File: src/rtl/multdiv_unit_if.sv
// Start/operand/result bundle between the issuing pipeline and multdiv_unit.
//   master : pipeline side, drives the start pulses and operands, observes results
//   slave  : multdiv_unit side
//   ctrl_MULT, ctrl_DIV  single-cycle start pulses (MULT wins when both high)
//   data_operandA/B      two's-complement operands, sampled on a start edge only
//   data_result          product low word or quotient, held until next completion
//   data_exception       overflow / divide-by-zero, valid with data_resultRDY
//   data_resultRDY       one-cycle completion pulse
//   busy                 high while an operation is in flight
interface multdiv_unit_if #(
    parameter int unsigned DATA_WIDTH = 32
);
    logic                  ctrl_MULT;
    logic                  ctrl_DIV;
    logic [DATA_WIDTH-1:0] data_operandA;
    logic [DATA_WIDTH-1:0] data_operandB;
    logic [DATA_WIDTH-1:0] data_result;
    logic                  data_exception;
    logic                  data_resultRDY;
    logic                  busy;

    modport master (
        output ctrl_MULT, ctrl_DIV, data_operandA, data_operandB,
        input  data_result, data_exception, data_resultRDY, busy
    );

    modport slave (
        input  ctrl_MULT, ctrl_DIV, data_operandA, data_operandB,
        output data_result, data_exception, data_resultRDY, busy
    );
endinterface

File: src/rtl/multdiv_unit.sv
// Iterative signed multiply / divide unit with a fixed DATA_WIDTH+1 cycle latency.
//   clock       system clock, rising edge
//   ctrl_reset  asynchronous active-high reset, discards any operation in flight
//   bus         multdiv_unit_if slave: start pulses, operands, result/exception/ready/busy
// Multiply: radix-2 shift-add on magnitudes, negate when signs differ.
// Divide: restoring division on magnitudes, quotient truncated toward zero.
module multdiv_unit #(
    parameter int unsigned DATA_WIDTH = 32
) (
    input  logic        clock,
    input  logic        ctrl_reset,
    multdiv_unit_if.slave bus
);
    localparam int unsigned W  = DATA_WIDTH;
    localparam int unsigned CW = $clog2(W);

    typedef enum logic [1:0] {IDLE, MUL_RUN, DIV_RUN, DONE} state_t;

    state_t        state, nextState;
    logic [CW-1:0] counter;
    logic [W:0]    accHi;      // multiply: running high word; divide: partial remainder
    logic [W-1:0]  accLo;      // multiply: multiplier shifting out; divide: dividend -> quotient
    logic [W:0]    opMag;      // multiply: multiplicand magnitude; divide: divisor magnitude
    logic          negRes;
    logic          opDiv;
    logic [W-1:0]  resultQ;
    logic          exceptionQ;
    logic          rdyQ;
    logic          busyQ;

    logic          start;
    logic [W:0]    magA, magB;
    logic [W:0]    mulSum;
    logic [W:0]    divShift;
    logic          divGe;
    logic [2*W-1:0] prodMag, prodSigned;
    logic          mulOvf;
    logic [W-1:0]  quotSigned;
    logic          divOvf, divZero;

    // Sign-extend before negating so the most negative value yields +2^(W-1).
    function automatic logic [W:0] magnitude(input logic [W-1:0] x);
        logic [W:0] xs;
        xs = {x[W-1], x};
        return x[W-1] ? (~xs + (W+1)'(1)) : xs;
    endfunction

    assign start = bus.ctrl_MULT | bus.ctrl_DIV;
    assign magA  = magnitude(bus.data_operandA);
    assign magB  = magnitude(bus.data_operandB);

    // One iteration of each algorithm.
    assign mulSum   = {1'b0, accHi[W-1:0]} + (accLo[0] ? opMag : '0);
    assign divShift = {accHi[W-1:0], accLo[W-1]};
    assign divGe    = divShift >= opMag;

    // Completion: sign fix-up and exception detection.
    assign prodMag    = {accHi[W-1:0], accLo};
    assign prodSigned = negRes ? (~prodMag + (2*W)'(1)) : prodMag;
    assign mulOvf     = !((&prodSigned[2*W-1:W-1]) || !(|prodSigned[2*W-1:W-1]));
    assign quotSigned = negRes ? (~accLo + W'(1)) : accLo;
    assign divZero    = (opMag == '0);
    assign divOvf     = !negRes && accLo[W-1];

    // State register.
    always_ff @(posedge clock or posedge ctrl_reset) begin
        if (ctrl_reset) state <= IDLE;
        else            state <= nextState;
    end

    // Next state: a start overrides everything, including an operation in flight.
    always_comb begin
        nextState = state;
        if (start) begin
            nextState = bus.ctrl_MULT ? MUL_RUN : DIV_RUN;
        end else begin
            case (state)
                MUL_RUN, DIV_RUN: if (counter == CW'(W-1)) nextState = DONE;
                DONE:             nextState = IDLE;
                default:          nextState = state;
            endcase
        end
    end

    // Datapath and registered outputs.
    always_ff @(posedge clock or posedge ctrl_reset) begin
        if (ctrl_reset) begin
            counter    <= '0;
            accHi      <= '0;
            accLo      <= '0;
            opMag      <= '0;
            negRes     <= 1'b0;
            opDiv      <= 1'b0;
            resultQ    <= '0;
            exceptionQ <= 1'b0;
            rdyQ       <= 1'b0;
            busyQ      <= 1'b0;
        end else begin
            rdyQ  <= 1'b0;
            busyQ <= (nextState != IDLE);
            if (start) begin
                counter <= '0;
                accHi   <= '0;
                opDiv   <= !bus.ctrl_MULT;
                negRes  <= bus.data_operandA[W-1] ^ bus.data_operandB[W-1];
                if (bus.ctrl_MULT) begin
                    opMag <= magA;
                    accLo <= magB[W-1:0];
                end else begin
                    opMag <= magB;
                    accLo <= magA[W-1:0];
                end
            end else begin
                case (state)
                    MUL_RUN: begin
                        accHi   <= {1'b0, mulSum[W:1]};
                        accLo   <= {mulSum[0], accLo[W-1:1]};
                        counter <= counter + CW'(1);
                    end
                    DIV_RUN: begin
                        accHi   <= divGe ? (divShift - opMag) : divShift;
                        accLo   <= {accLo[W-2:0], divGe};
                        counter <= counter + CW'(1);
                    end
                    DONE: begin
                        rdyQ <= 1'b1;
                        if (!opDiv) begin
                            resultQ    <= prodSigned[W-1:0];
                            exceptionQ <= mulOvf;
                        end else if (divZero || divOvf) begin
                            resultQ    <= '0;
                            exceptionQ <= 1'b1;
                        end else begin
                            resultQ    <= quotSigned;
                            exceptionQ <= 1'b0;
                        end
                    end
                    default: ;
                endcase
            end
        end
    end

    assign bus.data_result    = resultQ;
    assign bus.data_exception = exceptionQ;
    assign bus.data_resultRDY = rdyQ;
    assign bus.busy           = busyQ;
endmodule

File: src/flat_wrapper.sv
// flat-port wrapper written by rule: the top's interface ports become plain ports
module multdiv_unit_flat 
#(
    parameter int unsigned DATA_WIDTH = 32
)
  (clock, ctrl_reset, bus_ctrl_MULT, bus_ctrl_DIV, bus_data_operandA, bus_data_operandB, bus_data_result, bus_data_exception, bus_data_resultRDY, bus_busy);
  multdiv_unit_if #(.DATA_WIDTH(DATA_WIDTH)) bus_i ();
  input  logic clock;
  input  logic ctrl_reset;
  input wire logic [$bits(bus_i.ctrl_MULT)-1:0] bus_ctrl_MULT;
  input wire logic [$bits(bus_i.ctrl_DIV)-1:0] bus_ctrl_DIV;
  input wire logic [$bits(bus_i.data_operandA)-1:0] bus_data_operandA;
  input wire logic [$bits(bus_i.data_operandB)-1:0] bus_data_operandB;
  output wire logic [$bits(bus_i.data_result)-1:0] bus_data_result;
  output wire logic [$bits(bus_i.data_exception)-1:0] bus_data_exception;
  output wire logic [$bits(bus_i.data_resultRDY)-1:0] bus_data_resultRDY;
  output wire logic [$bits(bus_i.busy)-1:0] bus_busy;
  assign bus_i.ctrl_MULT = bus_ctrl_MULT;
  assign bus_i.ctrl_DIV = bus_ctrl_DIV;
  assign bus_i.data_operandA = bus_data_operandA;
  assign bus_i.data_operandB = bus_data_operandB;
  assign bus_data_result = bus_i.data_result;
  assign bus_data_exception = bus_i.data_exception;
  assign bus_data_resultRDY = bus_i.data_resultRDY;
  assign bus_busy = bus_i.busy;
  multdiv_unit #(.DATA_WIDTH(DATA_WIDTH)) u_core (.clock(clock), .ctrl_reset(ctrl_reset), .bus(bus_i));
endmodule
File: config.mk
export PLATFORM = sky130hd
export DESIGN_NAME = multdiv_unit_flat
export DESIGN_NICKNAME = d
export VERILOG_FILES = /design/src/rtl/multdiv_unit_if.sv /design/src/rtl/multdiv_unit.sv /design/src/flat_wrapper.sv
export SDC_FILE = /design/constraint.sdc
export NUM_CORES = 1
export LEC_CHECK = 0
export ABC_AREA = 1
export CORE_MARGIN = 2
export CORE_UTILIZATION = 55
export DETAILED_ROUTE_END_ITERATION = 10
export GPL_TIMING_DRIVEN = 0
export HOLD_SLACK_MARGIN = 0.05
export PLACE_DENSITY_LB_ADDON = 0.3
export SYNTH_ARGS = -nofsm -noshare
export SYNTH_HDL_FRONTEND = slang
export SYNTH_SLANG_ARGS = --single-unit
File: constraint.sdc
create_clock -name clock -period 5.1 [get_ports clock]
set_clock_uncertainty 0.2 [all_clocks]
set_input_delay 1.02 -clock clock [delete_from_list [all_inputs] [get_ports clock]]
set_output_delay 1.02 -clock clock [all_outputs]
set_load 0.03 [all_outputs]
==> flow_metrics.py, run 1 <==
metrics = {
    "sta": {
        "fin_crit_ns": 3.98,
        "max_freq_ghz": 0.251,
        "tightest_slew_ns": 0.966,
        "hold_viol_final": 0,
        "setup_viol": 0,
        "period_share_pct": 78.0,
        "rsz0062_at_grt": "false",
        "drv_slew": 0,
        "setup-tns-final_ns": 0,
        "slew_headroom_pct": 35.6,
    },
    "die": {
        "initial_core_util_pct": 55.6,
        "die_y_um": 168,
        "io_pins": 103,
        "coreArea_sq_mm": 0.0267,
        "die_width_um": 168,
        "die_area_sq_mm": 0.0284,
        "rows": 60,
    },
    "cts": {
        "cts_buffers": 17,
        "cts_root_buf": "clkbuf_16",
        "clock_latency_ns": 0.45,
        "cts_hold_buf": 0,
        "cts_sinks": 141,
        "cts.repair.resized": 0,
        "cts_setup_buffers": 0,
        "cts_buffer_depth": 2,
        "cts_tree": "done",
        "clk_pin_slew_worst_paths_ns": 0.07,
        "htree_levels": 4,
    },
    "place": {
        "globalplace.congestion": 1.14,
        "hpwl_um": 52500,
        "io_buffers": 100,
    },
    "yosys": {
        "synth_adder_area_share_pct": 6.41,
        "synth_compound_area_share_pct": 19.0,
        "ys_async_sr_fraction_pct": 100,
        "syn_inst": 2383,
        "synth_fp_nets": 2526,
        "synth_commonest_cells": "nand2_1 (636), inv_1 (290), nor2_1 (290)",
        "synthMuxAreaShare_pct": 0,
        "synth_edf_count": 0,
        "yosysTopAreaCell": "dfrtp_1",
        "synth_ff_type": "dfrtp_1",
        "avgSynthCellArea_sq_um": 6.24,
        "synth_most_common_cell": "nand2_1",
        "synth_top_family_by_area": "simple AND/OR/NAND/NOR gates",
        "synth_area_sq_mm": 0.0149,
        "seq_area_frac_synth_pct": 23.7,
        "synth_top_area_share_pct": 23.7,
        "ys_warn_count": 0,
        "synth_cell_types": 67,
        "ys_ff_latch": 141,
        "synthXorXnorAreaFrac_pct": 6.77,
        "synthTopCellsByArea": "dfrtp_1 (24%), nand2_1 (16%), inv_1 (7.3%), nor2_1 (7.3%), ha_1 (6.1%)",
        "synthSimpleGateAreaFrac_pct": 34.5,
    },
    "min_path": {
        "hp-start": "u_core.counter[3]",
        "hold_depth": 1,
        "holdPathEnd": "u_core.counter[3]",
        "hold_class": "flop to flop",
    },
    "cells_and_area": {
        "syn_to_final_growth_pct": 13.8,
        "fin_util_pct": 63.3,
        "drive_gt1_share_pct": 4.06,
        "num_antenna_cells": 0,
        "nets": 2646,
    },
    "setup_path": {
        "worst_r2r_endpoint": "u_core.accHi[31]",
        "reg2regPathDepth": 22,
        "r2r_start": "u_core.accLo[0]",
        "rrSetupSlack_ns": 1.12,
        "crit_required_ns": 5.28,
        "critPathLaunchType": "flop",
        "crit_fanout": 10,
        "worstSetupEndpointType": "flop",
        "crit_type": "flop to flop",
        "cp.arrival_ns": 4.16,
    },
    "drt": {
        "first_pass_iters": 8,
        "drc": 0,
        "drt-total-wl_um": 65100,
        "post_drt_wl_per_cell_um": 22.8,
        "num_vias": 17900,
        "viasPerCell": 6.28,
        "ant_nets": 0,
        "drt_iter0_markers": 2699,
    },
    "power_and_ir_drop": {
        "power_leakage_nw": 8.41,
        "ir_drop_uv": 246,
        "power_density_mw_per_mm2": 302,
    },
    "global_routing": {
        "grt_pass1_vias": 16600,
        "antenna_found_initial": 0,
        "grt_first_pass_wirelength_um": 96900,
        "globalRoute.totalOverflow": 0,
        "grt_max_degree": 82,
        "grt_usage_pct": 45.4,
    },
    "outcome": {
        "outcome": "finished clean",
    },
    "run": {
        "cap_violations": 0,
    },
}
-- worst max-delay path by stage --
stage | startpoint | to | slack [ns] | cells after the start
global placement | ctrl_reset | u_core.counter[2] | -1.87 | 2
CTS | u_core.accLo[0] | u_core.accHi[31] | 1.24 | 21
finish | u_core.accLo[0] | u_core.accHi[31] | 1.12 | 22
floorplan | ctrl_reset | u_core.accHi[0] | 0.1 | 1
global route | u_core.accLo[0] | u_core.accHi[31] | 0.89 | 22
detailed placement | bus_ctrl_DIV | u_core.accLo[5] | 1.03 | 8
-- where the power goes --
| group | total (W) | leakage, nW | internal, W | switching (W) |
|---|---|---|---|---|
| clock network | 0.00131 | 0.284 | 0.000732 | 0.000579 |
| registers | 0.00154 | 1.79 | 0.00130 | 0.000239 |
| logic | 0.00227 | 6.33 | 0.000748 | 0.00152 |
-- worst max-delay path, stage by stage, from the launching register on --
cell	delay (ns)
dfrtp_1	0.31
buf_2	0.21
clkbuf_1	0.44
nand2_1	0.09
inv_1	0.08
ha_1	0.14
inv_1	0.08
fa_1	0.39
inv_1	0.09
nand3_1	0.07
nand2_1	0.16
a21oi_1	0.13
o21ai_1	0.36
nand2_1	0.18
nand2_1	0.18
nand3_1	0.09
nand2_1	0.20
o21ai_0	0.13
nand2_1	0.08
o21ai_0	0.11
inv_1	0.09
nand2_1	0.05
nand2_1	0.05
-- kinds of logic (layout without fill, tap and decap cells) --
group | count (synthesis) | after routing
AOI/OAI and AO/OA | 481 | 481
xor gates and xnor gates | 115 | 115
adders and majority gates | 75 | 75
buffers and inverters | 369 | 501
DFF | 141 | 141
and+or+nand+nor | 1202 | 1202
-- cell usage in the layout (no fill, tap or decap), drive strengths merged, types with 67 or more instances in the layout --
cell,instances
dfrtp,141
ha,73
xor2,80
clkdlybuf4s50,100
a21oi,147
o21ai,206
nand3,133
nor2,301
inv,300
nand2,651
clkbuf,67
-- cell type report --
| class | instances | area (sq um) |
|---|---|---|
| Buffer | 72 | 314 |
| Clock buffer | 18 | 429 |
| Clock inverter | 13 | 158 |
| Fill cell | 2524 | 9810 |
| Inverter | 297 | 1130 |
| Multi-Input combinational cell | 1873 | 9900 |
| Sequential cell | 141 | 3530 |
| Tap cell | 341 | 427 |
| Timing Repair Buffer | 101 | 1030 |
-- state kept, by name (all words and copies together) (netlist names), 2 cells and up --
name / flops
u_core.accHi: 32
u_core.bus.data_result: 32
u_core.opMag: 33
u_core.accLo: 32
u_core.counter: 5
u_core.state: 2
-- layer usage --
metal / vias up / GRT usage, % / share of wire, %
li1: 8113 / - / -
met1: 8176 / 58.1 / 37
met2: 1352 / 68.5 / 41
met3: 295 / 11.1 / 13
met4: 0 / 29.7 / 8.0
met5: - / 0 / 0
-- per-stage QoR --
| step | worst slack, ns | instance area, sq um | hold slack [ns] | power (W) | instances |
|---|---|---|---|---|---|
| 6_report | 1.12 | 16900 | 0.270 | 0.00511 | 2856 |
| 5_1_grt | 0.891 | 16900 | 0.274 | 0.00531 | 2856 |
| 4_1_cts | 1.24 | 16900 | 0.267 | 0.00499 | 2856 |
| 3_5_place_dp | 1.03 | 16300 | 0.258 | 0.00371 | 2825 |
| 3_3_place_gp | -1.87 | 16300 | 0.249 | 0.00367 | 2824 |
| 2_1_floorplan | 0.0988 | 14900 | 0.234 | 0.00288 | 2383 |
No activity file was read; power rests on OpenSTA's default activity.
==> run 2: changes to the inputs <==
Settings changed: CORE_UTILIZATION 55 to 61.
Clock period 5.1 ns to 3.7 ns, I/O delays scaled along.
==> run 2 against run 1 <==
Net effect: critical path depth is 3 lower; worst hold slack better by 0.020 ns; sequential share of layout area hardly changed; clock power is 38% higher; via count is 1.3% higher; worst setup slack worse by 0.93 ns; clock-buffer cell count is 1 lower; non-clock buffer count is 1 higher; sequential power is 39% higher; largest cell class unchanged; utilization is 7.0 points higher; register-to-register slack worse by 0.93 ns; final cell count is 0.53% lower.
==> flow_metrics.py, run 2 (synthesis results as in run 1) <==
metrics = {
    "outcome": {
        "outcome": "finished clean",
    },
    "setup_path": {
        "critPathLaunchType": "flop",
        "worstPathCellList": "clkbuf_4 > clkbuf_2 > nand2_1 > inv_1 > ha_1 > a21oi_1 > o21ai_0 > a21oi_1 > o21ai_1 > nand2_1 > nand2_1 > nand3_1 > nand2_1 > o21ai_0 > nand2_1 > o21ai_0 > inv_1 > nand2_1 > nand2_1",
        "critical_path.endpoint": "u_core.accHi[31]",
        "crit_fanout": 15,
        "worstSetupEndpointType": "flop",
        "rrSetupSlack_ns": 0.19,
        "cp.arrival_ns": 3.64,
        "max_stage_delay_ns": 0.36,
        "critPathMostFrequentCell": "nand2_1",
        "crit_start": "u_core.accLo[0]",
        "worst_r2r_endpoint": "u_core.accHi[31]",
        "reg2regPathDepth": 19,
        "crit_slowest_cell": "dfrtp_1",
        "r2r_start": "u_core.accLo[0]",
        "crit_type": "flop to flop",
        "crit_required_ns": 3.84,
    },
    "drt": {
        "num_vias": 18200,
        "drt_iter0_markers": 2748,
        "post_drt_wl_per_cell_um": 22.7,
        "viasPerCell": 6.40,
        "first_pass_iters": 7,
        "drt-total-wl_um": 64500,
        "ant_nets": 0,
        "drc": 0,
    },
    "cts": {
        "clock_latency_ns": 0.46,
        "cts_buffer_depth": 2,
        "cts_root_buf": "clkbuf_16",
        "cts_sinks": 141,
        "cts_hold_buf": 0,
        "cts_tree": "done",
        "clk_pin_slew_worst_paths_ns": 0.08,
        "cts_buffers": 17,
        "htree_levels": 4,
    },
    "cells_and_area": {
        "syn_to_final_growth_pct": 14.0,
        "largest_reg_flops": 33,
        "mostFrequentLayoutCells": "nand2_1 (636), nor2_1 (290), inv_1 (289), o21ai_0 (175), a21oi_1 (145)",
        "drive_gt1_share_pct": 4.29,
        "nets": 2647,
        "num_antenna_cells": 0,
        "regMostFlops": "u_core.opMag",
        "final_common_cell": "nand2_1",
        "final_cell_count_no_fill": 2841,
    },
    "power_and_ir_drop": {
        "ir_drop_uv": 323,
        "power_density_mw_per_mm2": 418,
        "power_leakage_nw": 8.44,
    },
    "place": {
        "io_buffers": 100,
        "hpwl_um": 51700,
        "dp_cells": 2810,
        "globalplace.congestion": 1.14,
        "dp_slack_ns": -0.0874,
    },
    "sta": {
        "setup_viol": 0,
        "slew_headroom_pct": 32.1,
        "max_freq_ghz": 0.285,
        "drv_slew": 0,
        "rsz0062_at_grt": "false",
        "layout_setup_ws_ns": 0.195,
        "fin_crit_ns": 3.51,
        "hold_viol_final": 0,
        "period_share_pct": 94.7,
        "tightest_slew_ns": 1.01,
    },
    "run": {
        "cap_violations": 0,
    },
    "die": {
        "rows": 57,
        "initial_core_util_pct": 61.7,
        "coreArea_sq_mm": 0.0241,
        "die_width_um": 160,
        "io_pins": 103,
        "die_y_um": 160,
        "die_area_sq_mm": 0.0256,
    },
    "global_routing": {
        "grt_usage_pct": 49.3,
        "grt_max_degree": 45,
        "antenna_found_initial": 0,
        "globalRoute.totalOverflow": 0,
        "grt_pass1_vias": 16800,
        "grt_first_pass_wirelength_um": 95900,
    },
    "min_path": {
        "hold_class": "flop to flop",
    },
}
==> run 2: changes by cell type in the layout (fill, tap and decap cells not counted), moves of 3 or more <==
cell / previous run / this run
clkbuf_1: 49 / 46
inv_8: 2 / 5
clkinv_8: 0 / 6
buf_12: 1 / 4
clkinv_4: 4 / 1
==> run 2: per-layer routing <==
metal  track usage (%)  part of all wire (%)
met1              61.6                    35
met5                 0                     0
met2              72.3                    40
met3              14.9                    15
met4              35.7                   9.1
==> run 2: worst min-delay path by stage <==
stage / end / from / slack (ns) / cells after the start
3_3_place_gp: u_core.counter[3] / u_core.counter[3] / 0.25 / 1
4_1_cts: u_core.counter[3] / u_core.counter[3] / 0.28 / 1
3_5_place_dp: u_core.counter[3] / u_core.counter[3] / 0.27 / 1
6_report: u_core.bus.data_result[16] / u_core.bus.data_result[16] / 0.29 / 2
5_1_grt: u_core.counter[3] / u_core.counter[3] / 0.31 / 1
2_1_floorplan: u_core.counter[3] / u_core.counter[3] / 0.23 / 1
==> run 2: cell type report <==
class | instances | area, sq um
multi-input cells | 1873 | 9910
repair buffers | 103 | 1060
well taps | 324 | 405
fillers | 2214 | 7150
clock inverters | 15 | 186
inverters | 297 | 1130
clock buffers | 17 | 425
flip-flops and latches | 141 | 3530
plain buffers | 71 | 314
==> run 2: metrics by stage <==
step	power [W]	cell area [sq um]	util [%]	hold WS (ns)	setup TNS (ns)
after floorplan	0.00397	14900	-	0.234	0
after global placement	0.00505	16300	67.5	0.253	-26.46
after detailed placement	0.00512	16300	67.8	0.268	-0.232
after CTS	0.00690	16900	70.3	0.280	0
after global routing	0.00733	17000	70.3	0.311	0
final	0.00709	17000	70.3	0.289	0
==> run 2: worst max-delay path: cells and delay by family (launching register included) <==
kind,cells,cell delay (ns)
AOI/OAI and AO/OA,6,1.16
adders and majority gates,1,0.35
buffers and inverters,4,0.57
DFF,1,0.36
and+or+nand+nor,8,0.75
==> run 2: report_power, final <==
part           leakage, nW  internal [W]  switching (W)
logic                 6.35       0.00104        0.00210
registers             1.79       0.00179       0.000354
clock network        0.297      0.000920       0.000894
==> run 2: timing repair <==
item / 4_1_cts / 5_1_grt
gates cloned: 0 / 0
setup buffers: 0 / 0
endpoints found under the setup margin: 6 / 12
resized for setup: 0 / 5
